--- config.mk ---
export PLATFORM = sky130hd
export DESIGN_NAME = cache_op1_out
export DESIGN_NICKNAME = d
export VERILOG_FILES = /design/src/rtl/cache_pkg.sv /design/src/rtl/axis_out_reg.sv /design/src/rtl/cache_op1_out.sv
export SDC_FILE = /design/constraint.sdc
export NUM_CORES = 1
export LEC_CHECK = 0
export ABC_AREA = 1
export BUFFER_PORTS_ARGS = -buffer_cell sky130_fd_sc_hd__buf_2
export CORE_AREA = 2 2 357 359
export DETAILED_ROUTE_END_ITERATION = 8
export DIE_AREA = 0 0 359 361
export REMOVE_ABC_BUFFERS = 1
export SYNTH_ARGS = -nofsm -noshare
export SYNTH_HDL_FRONTEND = slang
export SYNTH_SLANG_ARGS = --single-unit
--- constraint.sdc ---
create_clock -name axis_aclk -period 1.65 [get_ports axis_aclk]
set_input_delay 0.2475 -clock axis_aclk [delete_from_list [all_inputs] [get_ports axis_aclk]]
set_output_delay 0.2475 -clock axis_aclk [all_outputs]
set_load 0.005 [all_outputs]
--- src/rtl/cache_pkg.sv ---
// Shared definitions for the cache op egress blocks: state encoding,
// counter widths and default stream widths.
package cache_pkg;

  localparam int unsigned DEF_DATA_W  = 256;
  localparam int unsigned DEF_TUSER_W = 128;

  localparam int unsigned PKT_CNT_W   = 32;
  localparam int unsigned BEAT_CNT_W  = 32;
  localparam int unsigned TRUNC_CNT_W = 16;

  // Egress framing state; encodings are fixed for status readback.
  typedef enum logic [1:0] {
    ST_IDLE    = 2'b00,
    ST_STREAM  = 2'b01,
    ST_DISCARD = 2'b10
  } op_state_t;

endpackage

--- src/rtl/axis_out_reg.sv ---
// One-entry AXI4-Stream output register. A load captures a new beat and
// raises tvalid; the beat is held stable until tready. slot_free tells the
// producer a load may happen this cycle.
module axis_out_reg #(
  parameter int unsigned DATA_W = 256,
  parameter int unsigned USER_W = 128
) (
  input  logic                clk,
  input  logic                rst_n,
  input  logic                load,
  input  logic [DATA_W-1:0]   in_tdata,
  input  logic [DATA_W/8-1:0] in_tkeep,
  input  logic [USER_W-1:0]   in_tuser,
  input  logic                in_tlast,
  input  logic                tready,
  output logic [DATA_W-1:0]   tdata,
  output logic [DATA_W/8-1:0] tkeep,
  output logic [USER_W-1:0]   tuser,
  output logic                tlast,
  output logic                tvalid,
  output logic                slot_free
);

  assign slot_free = !tvalid || tready;

  // Capture on load, otherwise hold the beat until it is accepted.
  always_ff @(posedge clk or negedge rst_n) begin
    if (!rst_n) begin
      tdata  <= '0;
      tkeep  <= '0;
      tuser  <= '0;
      tlast  <= 1'b0;
      tvalid <= 1'b0;
    end else if (load) begin
      tdata  <= in_tdata;
      tkeep  <= in_tkeep;
      tuser  <= in_tuser;
      tlast  <= in_tlast;
      tvalid <= 1'b1;
    end else if (tready) begin
      tvalid <= 1'b0;
    end
  end

endmodule

--- src/rtl/cache_op1_out.sv ---
// op1 cache egress: drains the fallthrough packet FIFO into a 256-bit
// AXI4-Stream master with start gating, a maximum-length guard that forces
// tlast, discard of over-length remainders, and status counters.
module cache_op1_out
  import cache_pkg::*;
#(
  parameter int unsigned C_M_AXIS_DATA_WIDTH  = DEF_DATA_W,
  parameter int unsigned C_M_AXIS_TUSER_WIDTH = DEF_TUSER_W,
  parameter int unsigned MAX_BEATS            = 64
) (
  input  logic                              axis_aclk,
  input  logic                              axis_resetn,
  input  logic                              i_pkt_fifo_empty,
  output logic                              o_pkt_fifo_rd_en,
  input  logic [C_M_AXIS_DATA_WIDTH-1:0]    i_tdata_fifo,
  input  logic [C_M_AXIS_TUSER_WIDTH-1:0]   i_tuser_fifo,
  input  logic [C_M_AXIS_DATA_WIDTH/8-1:0]  i_tkeep_fifo,
  input  logic                              i_tlast_fifo,
  input  logic                              i_enable,
  output logic [C_M_AXIS_DATA_WIDTH-1:0]    o_cache_m_axis_op1_tdata,
  output logic [C_M_AXIS_DATA_WIDTH/8-1:0]  o_cache_m_axis_op1_tkeep,
  output logic [C_M_AXIS_TUSER_WIDTH-1:0]   o_cache_m_axis_op1_tuser,
  output logic                              o_cache_m_axis_op1_tvalid,
  output logic                              o_cache_m_axis_op1_tlast,
  input  logic                              i_cache_m_axis_op1_tready,
  output logic [PKT_CNT_W-1:0]              o_pkt_cnt,
  output logic [BEAT_CNT_W-1:0]             o_beat_cnt,
  output logic [TRUNC_CNT_W-1:0]            o_trunc_cnt,
  output logic                              o_busy
);

  localparam int unsigned BEAT_IDX_W = $clog2(MAX_BEATS + 1);
  localparam logic [BEAT_IDX_W-1:0] LAST_IDX = BEAT_IDX_W'(MAX_BEATS - 1);

  op_state_t             state;
  logic [BEAT_IDX_W-1:0] beat_idx;

  logic fifo_ok;
  logic discard_pop;
  logic slot_free;
  logic load;
  logic trunc_load;
  logic out_last;
  logic handshake;

  // Decide whether the head FIFO word is loaded, discarded or left alone.
  always_comb begin
    fifo_ok     = 1'b0;
    discard_pop = 1'b0;
    case (state)
      ST_IDLE:    fifo_ok     = !i_pkt_fifo_empty && i_enable;
      ST_STREAM:  fifo_ok     = !i_pkt_fifo_empty;
      ST_DISCARD: discard_pop = !i_pkt_fifo_empty;
      default:    ;
    endcase
    load       = slot_free && fifo_ok;
    trunc_load = load && (state == ST_STREAM) && (beat_idx == LAST_IDX) && !i_tlast_fifo;
    out_last   = i_tlast_fifo || trunc_load;
    // Never pop while reset is held, even though the FIFO may look non-empty.
    o_pkt_fifo_rd_en = axis_resetn && (load || discard_pop);
  end

  assign handshake = o_cache_m_axis_op1_tvalid && i_cache_m_axis_op1_tready;
  assign o_busy    = (state != ST_IDLE) || o_cache_m_axis_op1_tvalid;

  axis_out_reg #(
    .DATA_W (C_M_AXIS_DATA_WIDTH),
    .USER_W (C_M_AXIS_TUSER_WIDTH)
  ) u_out_reg (
    .clk       (axis_aclk),
    .rst_n     (axis_resetn),
    .load      (load),
    .in_tdata  (i_tdata_fifo),
    .in_tkeep  (i_tkeep_fifo),
    .in_tuser  (i_tuser_fifo),
    .in_tlast  (out_last),
    .tready    (i_cache_m_axis_op1_tready),
    .tdata     (o_cache_m_axis_op1_tdata),
    .tkeep     (o_cache_m_axis_op1_tkeep),
    .tuser     (o_cache_m_axis_op1_tuser),
    .tlast     (o_cache_m_axis_op1_tlast),
    .tvalid    (o_cache_m_axis_op1_tvalid),
    .slot_free (slot_free)
  );

  // Packet framing: track beats loaded and route over-length tails to DISCARD.
  always_ff @(posedge axis_aclk or negedge axis_resetn) begin
    if (!axis_resetn) begin
      state    <= ST_IDLE;
      beat_idx <= '0;
    end else begin
      case (state)
        ST_IDLE: begin
          if (load) begin
            beat_idx <= BEAT_IDX_W'(1);
            if (!i_tlast_fifo) state <= ST_STREAM;
          end
        end
        ST_STREAM: begin
          if (load) begin
            beat_idx <= beat_idx + 1'b1;
            if (i_tlast_fifo)            state <= ST_IDLE;
            else if (beat_idx == LAST_IDX) state <= ST_DISCARD;
          end
        end
        ST_DISCARD: begin
          if (!i_pkt_fifo_empty && i_tlast_fifo) state <= ST_IDLE;
        end
        default: state <= ST_IDLE;
      endcase
    end
  end

  // Status counters: beats and packets on handshakes, truncations at the load.
  always_ff @(posedge axis_aclk or negedge axis_resetn) begin
    if (!axis_resetn) begin
      o_pkt_cnt   <= '0;
      o_beat_cnt  <= '0;
      o_trunc_cnt <= '0;
    end else begin
      if (handshake)                            o_beat_cnt  <= o_beat_cnt + 1'b1;
      if (handshake && o_cache_m_axis_op1_tlast) o_pkt_cnt   <= o_pkt_cnt + 1'b1;
      if (trunc_load)                           o_trunc_cnt <= o_trunc_cnt + 1'b1;
    end
  end

endmodule

After elaboration in Yosys (flattened, before gate mapping)
Index checks and enable logic that the tools add are counted.

word-level totals
  bits in registers = 507
  bits in latches = 0
  bits in writable memories = 0
  bits in read-only memories = 0
  input bits = 422
  output and inout port bits = 500
  word-level logic and storage cells = 58
  memories kept = 0

operators by class
  $add $sub $neg = 4
  $mul = 0
  divide/modulo/power cells = 0
  $lt $le $gt $ge = 0
  equality and inequality tests = 8
  shift-type cells = 0
  mux-type cells = 14
  bitwise operators = 0
  reduce and logical (&&, ||, !) cells = 22

operators with widths
  kind                                                    count
  adder 32 x 1 -> 32 bit (second input constant)          2
  adder 16 x 1 -> 16 bit (second input constant)          1
  two-way mux 7 bit                                       2
  one-hot mux 7 bit (2 select lines)                      1
  two-way mux 2 bit                                       6
  logical AND 1 bit                                       9
  inequality test 2 bit (second input constant)           4
  adder 7 x 1 -> 7 bit (second input constant)            1
  == test 7 x 6 -> 1 bit (second input constant)          1
  one-hot mux 2 bit (3 select lines)                      1
  nonzero test 2 bit                                      3
  AND reduction 5 bit                                     1
  logical OR 1 bit                                        4
  logical NOT 1 bit                                       3
  two-way mux 1 bit                                       3
  inequality test 3 x 2 -> 1 bit (second input constant)  1
  AND reduction 3 bit                                     1
  == test 2 x 1 -> 1 bit (second input constant)          1
  == test 2 bit (second input constant)                   1
  logical NOT 2 bit                                       1
  one-hot mux 1 bit (2 select lines)                      1

Logic depth before layout (Yosys ltp)
  depth in word-level cells = 8
  depth in mapped cells = 9
  gate-level depth less buffers = 9

Modules after synthesis
Synthesis repeated with hierarchy kept, for this count alone.

unflattened totals
  cell total of the unflattened synthesis = 2436
  area, all modules = 20687.3 um^2

by module, submodules not included
  module         instances  cells each  area each (um^2)  sequential area each (um^2)
  axis_out_reg   1          1765        15610.0           10460.0
  cache_op1_out  1          671         5077.4            2227.1

Worst setup path after synthesis
Ideal clock, no wire load.

  path type = register to register
  start = reg o_beat_cnt[0]
  end = reg o_beat_cnt[22]
  library setup time = 0.120 ns
  arrival time = 1.333 ns
  data required time = 1.530 ns
  setup slack = 0.197 ns
  stages on the path, launching flop included = 9
  path buffers = 0
  period minus slack after synthesis = 1.453 ns
  path through = dfrtp_1 -> ha_1 -> nand3_1 -> nor2_2 -> nand2_2 -> nor2_2 -> nand2_1 -> o21ai_1 -> nand2_1

on the way
  word-level cells in the longest chain between the ends = 1

RTL lines
  what                    RTL line              source
  from (decl)             cache_op1_out.sv:27   output logic [BEAT_CNT_W-1:0] o_beat_cnt,
  from (signal assigned)  cache_op1_out.sv:121  if (handshake) o_beat_cnt <= o_beat_cnt + 1'b1;
  adder 32 x 1 -> 32 bit  cache_op1_out.sv:121

Every way passes these cells.
A chain may end at the register's enable or synchronous reset.

Worst setup path after layout
  start = reg state[0]
  end = out o_pkt_fifo_rd_en

on the way
  word-level cells in the longest chain between the ends = 5

RTL lines
  what                                                                RTL line              source
  from (decl)                                                         cache_op1_out.sv:35   op_state_t state;
  from (signal assigned)                                              cache_op1_out.sv:89   state <= ST_IDLE;
  from (signal assigned)                                              cache_op1_out.sv:96   if (!i_tlast_fifo) state <= ST_STREAM;
  from (signal assigned)                                              cache_op1_out.sv:102  if (i_tlast_fifo) state <= ST_IDLE;
  == test 2 x 1 -> 1 bit / logical NOT 2 bit (equally long branches)  cache_op1_out.sv:50   case (state)
  one-hot mux 1 bit (2 select lines)                                  cache_op1_out.sv:50
  logical AND 1 bit                                                   cache_op1_out.sv:56   load = slot_free && fifo_ok;
  logical OR 1 bit *                                                  cache_op1_out.sv:60   o_pkt_fifo_rd_en = axis_resetn && (load || discard_pop);
  logical AND 1 bit *                                                 cache_op1_out.sv:60
  to (decl)                                                           cache_op1_out.sv:14   output logic o_pkt_fifo_rd_en,

Mark *: on every way between the ends. The rest lies on a longest branch, timed or not.

==> results.txt <==
- After synthesis the cells add up to ~21,000 um^2.
- For the worst setup path, the data arrival time is between 1500 and 2000 ps.
* Largest area contributor in the netlist: dfrtp_1
* Flop pwr share: approximately two fifths
- The number of global-route vias before repair came to approximately 22k.
* Critical-path maximum fanout: 3
- Run status: complete, but fails checks
- Cell internal power was estimated by the tool at 30,410 uW.
- Commonest cells after routing, fill and taps aside: nand2_1 (1,478), buf_2 (918), dfrtp_1 (501), dlygate4sd3_1 (419), buf_4 (109)
- Of all flip-flops after synthesis, the portion carrying an async set or reset was 100.0%.
* Die W: around 360 um
* Number of sinks on the clock net: just over 500
- Wire length reported by the detailed router: 89,370 um
* Input/output buffers: 921
- Actual slew at the worst max-slew pin: 483.6 ps
- At the end of routability-driven placement, the weighted congestion stood at 0.8820.
- Maximum number of pins on one net before global-route repair: between 80 and 90
* Worst hold margin: 65.06 ps
- Number of setup violations in the final report: approximately 230
- In the routed layout, each cell is associated on average with a via count of 3.892.
- Violations in the final reports: negative setup slack
- In this run, synthesis produced a sequential element count of 507.
- By startpoint and endpoint, the worst setup path is classified as flip-flop to output port.
- Number of unique standard cell types used by synthesis: 32
* Max-slew headroom at the worst pin: around 68%
- After detailed routing, the number of remaining DRC violations is 0.
- The clock network is responsible for 29.0% of the overall power.
- After filler insertion, the fill cell instance count of the layout stands at approximately 13k.
- After global routing the overflow that remains totals 0.
- Setup repair after global routing could not meet its margin everywhere.
- No sink is reached through more buffers than the 3 on the longest clock path.
- Synthesis Warnings: 0
- Share of synthesized area occupied by flip-flops and latches: a little over 60%
- VDD sags by at most around 0.92 mV.
- Global-route wire length before repair: 132,100 um
* Clock-pin slew of the registers on the worst-case setup and hold paths: 60 ps
- Effective utilization at floorplan: ~16%
- The largest single stage delay on the critical path is about 400 ps.
* Number of top-level design ports: between 900 and 1k
- Static Leak: about 0.019 uW
- Critical path required time: ~1400 ps
- For the finished layout, the period the worst path requires is between 1500 and 2000 ps.
- Buf/Inv on CP: 4
- Primary FF master, synth: dfrtp_1
- Total power per unit cell area: about 1300 nW/um^2
- CTS tree: done
- Relative to the synthesized area, the layout overhead comes to 69.29%.
- Worst-case setup slack after placement: -167.9 ps
* Post-route ant nets: 0
* Kind of launch point of the worst setup path: flip-flop
- Max-cap violations: 0
- Fraction of layout cells with a size suffix above 1: 30.87%
* CORE AREA: about 130,000 um^2
- Comb pwr share: a little under a third
- Across the routed clock network, the largest skew measured is 14.76 ps.
- For this run, the total global-route usage over all layers was measured as between 10% and 20%.
- The clock tree synthesis step divided the H-tree into 2 levels.
* Net count of the finished layout: 4,305
* Final Hold Fails: 0
- Clock Root Buffer: clkbuf_16
- The routed layout has about 22k vias.
* Fmax: between 0.5 and 0.6 GHz
* Crit-path cells: inv_2 > nand2_2 > nand3_4 > inv_8 > buf_6 > o21a_1 > buf_2
- The analysis attributes to net switching a power of about 15,000 uW.
* Sum Neg Setup Slack: -10,820 ps
* Die outline height: about 360 um
- Summing all multi-input logic gate instances after layout gives approximately 7300 um^2.
* Die area: between 100,000 and 150,000 um^2
- Post-detailed-placement half-perimeter wirelength: around 63,000 um
- The largest individual stage delay along the critical path comes from the cell dfrtp_1.
* Seq. cell area: approximately 13,000 um^2
* Switching power as a share of total power: 32.89%
- Skew-Pair Late Insertion Delay: approximately 630 ps
- In this run, the number of DRC markers left after iteration 0 of detailed routing was 1,497.
- Sorting the synthesized cells by area gives the leading types as dfrtp_1 (62%), nand2_1 (27%), buf_2 (1.7%).
- STA classifies the critical path endpoint as an output port.
- The initialized floorplan defines 130 standard-cell rows.
- The worst hold path belongs to the class input pin to flip-flop.
* Worst setup slack after layout: -264.1 ps
- Gate family responsible for the most delay along the worst path: flip-flops
- Summed over its instances, the top area cell type makes up between 60% and 70% of the synthesized netlist area.
- Dividing the synthesized area by the synthesized cell count gives ~8.5 um^2.
* Drt wl/cell: approximately 16 um
- The max-slew violation total from the final report is 0.
* Core utilization of the finished layout: 27.76%
- The initial antenna violation count came to 8.
- Post-route clock period utilization: 116.0%
* Number of standard cells after synthesis: about 2.4k
* Most common library cell in the layout ignoring fill and taps: nand2_1
- The pre-antenna-repair detailed-routing pass consisted of 6 iterations.
- Counting flops with a built-in enable in the synthesized netlist gives 0.
- TritonCTS created 57 clock buffers.
==> registers in the layout, summed over array words and instances (netlist names) <==
| name | count |
|---|---|
| u_out_reg.tlast | 1 |
| o_pkt_cnt | 32 |
| o_trunc_cnt | 16 |
| u_out_reg.tkeep | 32 |
| state | 2 |
| u_out_reg.tuser | 128 |
| u_out_reg.tdata | 256 |
| beat_idx | 7 |
| o_beat_cnt | 32 |
| u_out_reg.tvalid | 1 |
==> path summary, 6_finish.rpt <==
path,from,endpoint,slack (ps),depth (start not counted)
hold / removal,i_tdata_fifo[130],u_out_reg.tdata[130],70,4
min in group asynchronous,axis_resetn,u_out_reg.tdata[216],310,3
setup / recovery,state[0],o_pkt_fifo_rd_en,-260,7
setup reg to reg,state[1],u_out_reg.tdata[52],-160,9
max in group asynchronous,axis_resetn,u_out_reg.tdata[100],690,4
hold reg to reg,u_out_reg.tuser[127],u_out_reg.tuser[127],470,2
==> through the flow <==
| step | instances | total power [uW] | instance area (um^2) |
|---|---|---|---|
| floorplan | 2325 | 23200 | 20110 |
| global placement | 5020 | 30320 | 28020 |
| detailed placement | 5020 | 30550 | 28020 |
| CTS | 5557 | 45130 | 34450 |
| global route | 5572 | 47920 | 34810 |
| finish | 5572 | 45310 | 34810 |
==> layer usage <==
metal | GRT usage, % | vias to the layer above | routed length, um
met5 | 0 | - | 13
met4 | 5.171 | 2 | 3674
met3 | 2.929 | 226 | 5477
met2 | 22.50 | 862 | 44180
met1 | 15.50 | 10318 | 36020
li1 | - | 10280 | -
==> cells in the mapped netlist (2+ instances only) <==
library cell	count
nand2_1	1482
dfrtp_1	507
nor2_1	83
buf_2	70
inv_1	65
nand3_1	42
xor2_1	27
xnor2_1	24
clkbuf_1	22
nand4_1	19
nor3_1	14
o21ai_0	10
o21ai_1	9
nand3b_1	6
nor2_2	6
ha_1	4
nand3_2	4
nor2_4	4
and2_1	3
buf_1	3
inv_2	2
nand2_2	2
nor3_2	2
nor3b_1	2
o22ai_1	2
==> final cells by class <==
cell class                      count  area share, %
Clock buffer                       88          5.040
Tap cell                         1650          5.931
Clock inverter                     12         0.5068
Timing Repair Buffer             1494          30.30
Antenna cell                        2        0.01438
Inverter                           67         0.7441
Sequential cell                   507          36.47
Multi-Input combinational cell   1752          20.99
==> cells by family after synthesis <==
family | after synthesis | synth area share, %
AOI/OAI and AO/OA | 24 | 0.6207
xor gates and xnor gates | 51 | 2.172
adders and majority gates | 4 | 0.2434
buffers and inverters | 163 | 3.438
DFF | 507 | 61.71
and+or+nand+nor | 1672 | 31.82
==> worst min-delay path: cells and delay by family <==
| family | cells | cell delay, ps |
|---|---|---|
| buffers and inverters | 2 | 260 |
| and+or+nand+nor | 2 | 130 |
==> power by group through the flow <==
stage	Sequential (uW)	Combinational, uW	Clock [uW]
finish	18500	13700	13100
global route	18900	15000	14000
CTS	18400	13300	13500
detailed placement	18500	12100	0
global placement	18400	11900	0
floorplan	18700	4490	0
==> repair_timing <==
item,CTS,global route
pin swaps,3,8
endpoints found under the hold margin,692,0
gates cloned,2,7
hold buffers,419,0
gates resized for setup,26,35
endpoints found under the setup margin,29,407
setup buffers,17,6
(Power assumes the default switching activity.)
